`src/rtl/sync_fifo_ctrl_if.sv`:
```
// Bus bundle for sync_fifo_ctrl: flush, write/read requests, read data,
// occupancy, status flags, threshold inputs and error reporting.
// The master side belongs to the producer/consumer and the slave side to the FIFO.
interface sync_fifo_ctrl_if #(
  parameter int DATA_WIDTH    = 8,
  parameter int PTR_WIDTH     = 8,
  parameter int ERR_CNT_WIDTH = 16
);
  // Control and requests
  logic                     flush;
  logic                     w_en;
  logic [DATA_WIDTH-1:0]    data_in;
  logic                     r_en;

  // Read return
  logic [DATA_WIDTH-1:0]    data_out;
  logic                     data_valid;

  // Occupancy thresholds and status
  logic [PTR_WIDTH:0]       af_thresh;
  logic [PTR_WIDTH:0]       ae_thresh;
  logic [PTR_WIDTH:0]       count;
  logic                     full;
  logic                     empty;
  logic                     half_full;
  logic                     almost_full;
  logic                     almost_empty;

  // Error reporting
  logic                     write_error;
  logic                     read_error;
  logic [ERR_CNT_WIDTH-1:0] overflow_cnt;
  logic [ERR_CNT_WIDTH-1:0] underflow_cnt;

  modport master (
    output flush, w_en, data_in, r_en, af_thresh, ae_thresh,
    input  data_out, data_valid, count, full, empty, half_full,
           almost_full, almost_empty, write_error, read_error,
           overflow_cnt, underflow_cnt
  );

  modport slave (
    input  flush, w_en, data_in, r_en, af_thresh, ae_thresh,
    output data_out, data_valid, count, full, empty, half_full,
           almost_full, almost_empty, write_error, read_error,
           overflow_cnt, underflow_cnt
  );
endinterface

```
`src/rtl/sync_fifo_ctrl.sv`:
```
// Single-clock FIFO controller with an inferred storage array and a registered
// read port.
// Tracks occupancy with registered full/empty/half-full flags. The almost-full
// and almost-empty flags compare the count against live threshold inputs.
// Rejected requests give one-cycle error pulses and bump saturating counters.
// A synchronous flush empties the FIFO but keeps data_out and the error counters.
module sync_fifo_ctrl #(
  parameter int DATA_WIDTH    = 8,
  parameter int DEPTH         = 256,
  parameter int PTR_WIDTH     = $clog2(DEPTH),
  parameter int ERR_CNT_WIDTH = 16
) (
  input  logic                clk,
  input  logic                rst,
  sync_fifo_ctrl_if.slave     bus
);

  localparam logic [PTR_WIDTH:0] FULL_CNT = (PTR_WIDTH+1)'(DEPTH);
  localparam logic [PTR_WIDTH:0] HALF_CNT = (PTR_WIDTH+1)'(DEPTH / 2);
  localparam logic [PTR_WIDTH:0] CNT_ONE  = (PTR_WIDTH+1)'(1);
  localparam logic [PTR_WIDTH-1:0] PTR_ONE = PTR_WIDTH'(1);
  localparam logic [ERR_CNT_WIDTH-1:0] ERR_ONE = ERR_CNT_WIDTH'(1);

  // Storage array; never reset, so it can map onto block RAM
  logic [DATA_WIDTH-1:0] mem [DEPTH];

  // State registers
  logic [PTR_WIDTH-1:0]     wptr_q, wptr_d;
  logic [PTR_WIDTH-1:0]     rptr_q, rptr_d;
  logic [PTR_WIDTH:0]       count_q, count_d;
  logic                     full_q, full_d;
  logic                     empty_q, empty_d;
  logic                     half_full_q, half_full_d;
  logic [DATA_WIDTH-1:0]    data_out_q;
  logic                     data_valid_q, data_valid_d;
  logic                     write_error_q, write_error_d;
  logic                     read_error_q, read_error_d;
  logic [ERR_CNT_WIDTH-1:0] overflow_cnt_q, overflow_cnt_d;
  logic [ERR_CNT_WIDTH-1:0] underflow_cnt_q, underflow_cnt_d;

  // Acceptance is decided from registered state only, so full and empty
  // never depend combinationally on the requests.
  logic wr_accept;
  logic rd_accept;
  logic wr_reject;
  logic rd_reject;
  logic wr_fire;
  logic rd_fire;

  assign wr_accept = bus.w_en & ~full_q;
  assign rd_accept = bus.r_en & ~empty_q;
  assign wr_reject = bus.w_en & full_q;
  assign rd_reject = bus.r_en & empty_q;

  // A flush cycle swallows both requests; reset likewise blocks the array write
  assign wr_fire = wr_accept & ~bus.flush & ~rst;
  assign rd_fire = rd_accept & ~bus.flush;

  // Next-state computation for pointers, occupancy, flags and error reporting
  always_comb begin
    wptr_d          = wptr_q;
    rptr_d          = rptr_q;
    count_d         = count_q;
    data_valid_d    = 1'b0;
    write_error_d   = 1'b0;
    read_error_d    = 1'b0;
    overflow_cnt_d  = overflow_cnt_q;
    underflow_cnt_d = underflow_cnt_q;

    if (bus.flush) begin
      wptr_d  = '0;
      rptr_d  = '0;
      count_d = '0;
    end else begin
      if (wr_accept) begin
        wptr_d = wptr_q + PTR_ONE;
      end
      if (rd_accept) begin
        rptr_d       = rptr_q + PTR_ONE;
        data_valid_d = 1'b1;
      end
      if (wr_accept && !rd_accept) begin
        count_d = count_q + CNT_ONE;
      end else if (rd_accept && !wr_accept) begin
        count_d = count_q - CNT_ONE;
      end

      write_error_d = wr_reject;
      read_error_d  = rd_reject;
      if (wr_reject && (overflow_cnt_q != '1)) begin
        overflow_cnt_d = overflow_cnt_q + ERR_ONE;
      end
      if (rd_reject && (underflow_cnt_q != '1)) begin
        underflow_cnt_d = underflow_cnt_q + ERR_ONE;
      end
    end

    // These flags are registered from the next count, so they line up with count
    full_d      = (count_d == FULL_CNT);
    empty_d     = (count_d == '0);
    half_full_d = (count_d >= HALF_CNT);
  end

  // Control and status registers, with reset taking priority over flush and requests
  always_ff @(posedge clk) begin
    if (rst) begin
      wptr_q          <= '0;
      rptr_q          <= '0;
      count_q         <= '0;
      full_q          <= 1'b0;
      empty_q         <= 1'b1;
      half_full_q     <= 1'b0;
      data_valid_q    <= 1'b0;
      write_error_q   <= 1'b0;
      read_error_q    <= 1'b0;
      overflow_cnt_q  <= '0;
      underflow_cnt_q <= '0;
    end else begin
      wptr_q          <= wptr_d;
      rptr_q          <= rptr_d;
      count_q         <= count_d;
      full_q          <= full_d;
      empty_q         <= empty_d;
      half_full_q     <= half_full_d;
      data_valid_q    <= data_valid_d;
      write_error_q   <= write_error_d;
      read_error_q    <= read_error_d;
      overflow_cnt_q  <= overflow_cnt_d;
      underflow_cnt_q <= underflow_cnt_d;
    end
  end

  // Array write port
  always_ff @(posedge clk) begin
    if (wr_fire) begin
      mem[wptr_q] <= data_in_word();
    end
  end

  // Registered read port; holds its word until the next accepted read
  always_ff @(posedge clk) begin
    if (rst) begin
      data_out_q <= '0;
    end else if (rd_fire) begin
      data_out_q <= mem[rptr_q];
    end
  end

  // Write data taken straight from the bus
  function automatic logic [DATA_WIDTH-1:0] data_in_word();
    return bus.data_in;
  endfunction

  // Outputs
  assign bus.data_out      = data_out_q;
  assign bus.data_valid    = data_valid_q;
  assign bus.count         = count_q;
  assign bus.full          = full_q;
  assign bus.empty         = empty_q;
  assign bus.half_full     = half_full_q;
  assign bus.write_error   = write_error_q;
  assign bus.read_error    = read_error_q;
  assign bus.overflow_cnt  = overflow_cnt_q;
  assign bus.underflow_cnt = underflow_cnt_q;

  // The almost flags use the live thresholds, so a threshold change shows up
  // in the same cycle.
  assign bus.almost_full   = (count_q >= bus.af_thresh);
  assign bus.almost_empty  = (count_q <= bus.ae_thresh);

endmodule

```
`src/flat_wrapper.sv`:
```
// flat-port wrapper written by rule: the top's interface ports become plain ports
module sync_fifo_ctrl_flat 
#(
  parameter int DATA_WIDTH    = 8,
  parameter int DEPTH         = 256,
  parameter int PTR_WIDTH     = $clog2(DEPTH),
  parameter int ERR_CNT_WIDTH = 16
)
  (clk, rst, bus_flush, bus_w_en, bus_data_in, bus_r_en, bus_af_thresh, bus_ae_thresh, bus_data_out, bus_data_valid, bus_count, bus_full, bus_empty, bus_half_full, bus_almost_full, bus_almost_empty, bus_write_error, bus_read_error, bus_overflow_cnt, bus_underflow_cnt);
  sync_fifo_ctrl_if #(.DATA_WIDTH(DATA_WIDTH), .PTR_WIDTH(PTR_WIDTH), .ERR_CNT_WIDTH(ERR_CNT_WIDTH)) bus_i ();
  input  logic clk;
  input  logic rst;
  input wire logic [$bits(bus_i.flush)-1:0] bus_flush;
  input wire logic [$bits(bus_i.w_en)-1:0] bus_w_en;
  input wire logic [$bits(bus_i.data_in)-1:0] bus_data_in;
  input wire logic [$bits(bus_i.r_en)-1:0] bus_r_en;
  input wire logic [$bits(bus_i.af_thresh)-1:0] bus_af_thresh;
  input wire logic [$bits(bus_i.ae_thresh)-1:0] bus_ae_thresh;
  output wire logic [$bits(bus_i.data_out)-1:0] bus_data_out;
  output wire logic [$bits(bus_i.data_valid)-1:0] bus_data_valid;
  output wire logic [$bits(bus_i.count)-1:0] bus_count;
  output wire logic [$bits(bus_i.full)-1:0] bus_full;
  output wire logic [$bits(bus_i.empty)-1:0] bus_empty;
  output wire logic [$bits(bus_i.half_full)-1:0] bus_half_full;
  output wire logic [$bits(bus_i.almost_full)-1:0] bus_almost_full;
  output wire logic [$bits(bus_i.almost_empty)-1:0] bus_almost_empty;
  output wire logic [$bits(bus_i.write_error)-1:0] bus_write_error;
  output wire logic [$bits(bus_i.read_error)-1:0] bus_read_error;
  output wire logic [$bits(bus_i.overflow_cnt)-1:0] bus_overflow_cnt;
  output wire logic [$bits(bus_i.underflow_cnt)-1:0] bus_underflow_cnt;
  assign bus_i.flush = bus_flush;
  assign bus_i.w_en = bus_w_en;
  assign bus_i.data_in = bus_data_in;
  assign bus_i.r_en = bus_r_en;
  assign bus_i.af_thresh = bus_af_thresh;
  assign bus_i.ae_thresh = bus_ae_thresh;
  assign bus_data_out = bus_i.data_out;
  assign bus_data_valid = bus_i.data_valid;
  assign bus_count = bus_i.count;
  assign bus_full = bus_i.full;
  assign bus_empty = bus_i.empty;
  assign bus_half_full = bus_i.half_full;
  assign bus_almost_full = bus_i.almost_full;
  assign bus_almost_empty = bus_i.almost_empty;
  assign bus_write_error = bus_i.write_error;
  assign bus_read_error = bus_i.read_error;
  assign bus_overflow_cnt = bus_i.overflow_cnt;
  assign bus_underflow_cnt = bus_i.underflow_cnt;
  sync_fifo_ctrl #(.DATA_WIDTH(DATA_WIDTH), .DEPTH(DEPTH), .PTR_WIDTH(PTR_WIDTH), .ERR_CNT_WIDTH(ERR_CNT_WIDTH)) u_core (.clk(clk), .rst(rst), .bus(bus_i));
endmodule
```
`config.mk`:
```
export PLATFORM = sky130hd
export DESIGN_NAME = sync_fifo_ctrl_flat
export DESIGN_NICKNAME = d
export VERILOG_FILES = /design/src/rtl/sync_fifo_ctrl_if.sv /design/src/rtl/sync_fifo_ctrl.sv /design/src/flat_wrapper.sv
export SDC_FILE = /design/constraint.sdc
export NUM_CORES = 2
export LEC_CHECK = 0
export CAP_MARGIN = 15
export CORE_MARGIN = 5
export CORE_UTILIZATION = 40
export CTS_CLUSTER_DIAMETER = 60
export DETAILED_ROUTE_END_ITERATION = 10
export PLACE_DENSITY = 0.55
export SLEW_MARGIN = 20
export SYNTH_ARGS = -nofsm -noshare
export SYNTH_HDL_FRONTEND = slang
export SYNTH_SLANG_ARGS = --single-unit
export TNS_END_PERCENT = 1
```
`constraint.sdc`:
```
create_clock -name clk -period 5.8 [get_ports clk]
set_input_delay 0.87 -clock clk [delete_from_list [all_inputs] [get_ports clk]]
set_output_delay 0.87 -clock clk [all_outputs]
set_load 0.05 [all_outputs]
```
==> key figures <==
Die
  – # rows: about 170
  – I/O Pins: between 80 and 90
  – Chip Width: between 400 and 500 um
  – Die area: approximately 220000 sq um
  – Core footprint: between 200000 and 250000 sq um
  – Starting Density: 40.2%
  – Chip height: about 470 um

Yosys
  – YS warnings: 0
  – Synth cell types: 56
  – Count leader, synth: edfxtp_1
  – Fraction of registers with async set/reset: 0%
  – Top cell type's share of synthesized area: 74.0%
  – Top_reg_cell synth: edfxtp_1
  – Syn Std Cell Area: 83100 sq um
  – Synth cell count leaders: edfxtp_1 (2048), mux4_2 (492), nor2_1 (361)
  – Post-synth top area cell: edfxtp_1
  – Ranking of synthesized cells by area: edfxtp_1 (74%), mux4_2 (13%), mux2i_1 (2.0%)
  – Part of the Yosys area used for sequential elements: about three quarters
  – Syn Area/Cell: 20.1 sq um
  – Mapped Nets: around 4200
  – EDFF count, synth: about 2000
  – Synthesized flop and latch total: 2119
  – Mapped Cells: roughly 4100

Worst setup path
  – WS Path Type: reg -> out
  – Critical path peak fanout: 8
  – WP data required: between 4 and 5 ns
  – Critical Path Start Type: flop
  – Arr. time, crit path: about 3.8 ns
  – Origin of the worst setup path: u_core.bus.count[1]$_SDFF_PP0_
  – CP endpoint kind: output port
  – Worst R2R Start: u_core.rptr_q[1]$_SDFFE_PP0P_

Power and ir drop
  – Sequential power share: around 54%
  – Net Sw Frac: 20.2%
  – Max VDD drop: roughly 340 uV
  – Combinational share of power: between 2 and 2.5%
  – Power Density: roughly 330 nW/um^2
  – Clk pwr share: 43.7%
  – Psw: roughly 6300 uW
  – Cell leakage power: ~0.028 uW
  – Pint: roughly 25000 uW

Clock network
  – Clock latency on the worst-skew pair: 0.85 ns
  – Reg clk slew, reported paths: approximately 0.060 ns
  – Post-CTS Hold Buffers: 0
  – Clk buf depth: 3
  – Num CTS Buffers: roughly 210
  – Number of post-CTS setup repair buffers: 0
  – H-tree depth: 4
  – Post-CTS Resized: 0
  – Clock Sinks: 2119
  – CTS tree: yes
  – CTS root buf: clkbuf_16

Global routing
  – Largest net degree at the start of global routing: between 150 and 200
  – Initial antenna violation count: 7
  – Tot GR Track Use: between 20% and 30%
  – Grt total ovfl: 0
  – Global-route wire length before repair: around 320000 um
  – Vias in the first global route: 42000

Routing
  – Initial DRC count: roughly 4600
  – Post-Route WL: between 200000 and 250000 um
  – Routed WL per cell: 31.6 um
  – Drt pass-1 iters: 9
  – DRC violations left: 0
  – Via density per instance: 5.85
  – Antenna viol nets, final: 0
  – Via count: 42200

Timing
  – Setup TNS: 0 ns
  – # setup viols final: 0
  – Hold WS: between 0.5 and 0.6 ns
  – Fmax: between 200 and 250 MHz
  – Worst slew pin tran: 1.19 ns
  – Fin. Hold Viols: 0
  – RSZ-0062 raised after global routing: false
  – Fin. max-slew vios: 0
  – Period utilisation layout: between 70% and 80%
  – Fin crit period: between 4 and 5 ns
  – Tightest slew margin relative to the limit: between 20% and 30%
  – Max Clock Skew: 0.0462 ns

Placement
  – Port bufs: between 80 and 90
  – GPL Wtd Cong: roughly 0.87
  – DP Wirelength: roughly 140000 um
  – Post-Place Cell Area: slightly below 90000 sq um

Outcome
  – Status: complete, no violations

Hold path
  – Worst hold path type: in -> reg
  – Worst hold start: bus_data_in[2]

Finish
  – Share of layout cells above drive strength 1: a little over a fifth
  – Layout overhead on the synthesized area: 13.5%
  – Fillcell total: 17300
  – Final instance area: ~94000 sq um
  – Net count, final: about 4400

Flow run
  – Max cap viols: 0
## path summary, 6_finish.rpt
check             depth (start not counted)  slack, ns                                        to
hold reg to reg                           2       0.51  u_core.bus.underflow_cnt[5]$_SDFFE_PP0P_
setup / recovery                         10       1.16                          bus_almost_empty
hold / removal                            1       0.50              u_core.mem[107][2]$_DFFE_PP_
setup reg to reg                          7       1.63       u_core.bus.data_out[4]$_SDFFE_PP0P_
## worst max-delay path, cell delays in order (launching register included)
cell	delay [ns]
dfxtp_1	0.51
ha_1	0.31
nor2b_1	0.14
o21a_1	0.16
o21a_1	0.16
o21a_1	0.16
o21a_1	0.15
o21ai_0	0.16
nand2b_1	0.08
a41oi_1	0.25
clkdlybuf4s50_1	0.85
## through the flow
stage	power [uW]	util (%)	worst slack [ns]	std cells
after floorplan	17400	-	1.96	4128
after global placement	17900	42.3	1.06	6819
after detailed placement	17900	42.3	0.913	6819
after CTS	31400	45.6	1.06	7203
after global routing	32100	45.6	0.928	7205
final	31100	45.6	1.16	7206
## logic make-up (layout without fill, tap and decap cells)
| kind of cell | after synthesis | in the layout | synth area share (%) |
|---|---|---|---|
| AO/OA/AOI/OAI | 331 | 331 | 2.67 |
| XOR/XNOR | 43 | 43 | 0.453 |
| adder cells (fa/ha/maj) | 27 | 27 | 0.407 |
| buffers and inverters | 263 | 635 | 1.75 |
| flip-flops | 2119 | 2119 | 75.7 |
| multiplexers | 670 | 670 | 15.5 |
| other | 0 | 2 | 0 |
| AND/OR/NAND/NOR | 675 | 675 | 3.49 |
## layer usage
metal | wire (um) | GRT usage, % | share of wire (%) | up-vias
li1 | - | - | - | 17400
met1 | 96300 | 29.6 | 42 | 22600
met2 | 107000 | 32.5 | 47 | 1815
met3 | 16600 | 3.57 | 7.3 | 343
met4 | 7870 | 7.20 | 3.5 | 0
met5 | 0 | 0 | 0 | -
## state kept, by name, indices dropped and copies added (netlist names)
signal and cells:
u_core.mem 2048, u_core.bus.overflow_cnt 16, u_core.bus.underflow_cnt 16, u_core.bus.count 9, u_core.bus.data_out 8, u_core.rptr_q 8, u_core.wptr_q 8, u_core.bus.data_valid 1
u_core.bus.empty 1, u_core.bus.full 1, u_core.bus.half_full 1, u_core.bus.read_error 1, u_core.bus.write_error 1
## layout by cell type (no fill, tap or decap), types with 6 or more instances in the layout
cell type / n
a31oi_1: 8
clkbuf_1: 46
a21oi_1: 90
buf_12: 22
clkbuf_8: 7
nand3_1: 31
or3_1: 14
buf_4: 111
clkinv_1: 39
nor3_1: 39
o221ai_1: 69
nor2_1: 359
ha_1: 27
o22ai_1: 45
edfxtp_1: 2048
nand2b_1: 8
dfxtp_1: 66
xnor2_1: 23
inv_6: 7
and3_1: 13
nand2_2: 11
mux4_2: 492
nand2_1: 124
mux2i_1: 167
a2111oi_0: 6
inv_1: 28
bufinv_16: 23
a22oi_1: 9
clkbuf_16: 214
a22o_1: 7
a211oi_1: 18
nand4_1: 25
o21a_1: 6
clkinv_2: 42
a221oi_1: 8
mux2_2: 11
xor2_1: 20
o21ai_0: 39
clkdlybuf4s50_1: 79
nor2b_1: 19
## power groups by stage
stage          combinational, uW  clock [uW]  sequential (uW)
2_1_floorplan                308           0            17100
3_3_place_gp                 749           0            17100
3_5_place_dp                 755           0            17100
4_1_cts                      752       13800            16800
5_1_grt                      788       14500            16800
6_report                     740       13600            16800
## area by class of cell
cell class	instances	area [sq um]	share of cell area (%)
Antenna cell	2	5.00	0.00531
Inverter	30	123	0.130
Timing Repair Buffer	221	2210	2.34
Tap cell	2704	3380	3.59
Clock buffer	264	5580	5.92
Sequential cell	2119	62900	66.8
Multi-Input combinational cell	1746	18800	19.9
Clock inverter	120	1250	1.32
Note: power is estimated with default switching activity, not from simulation.
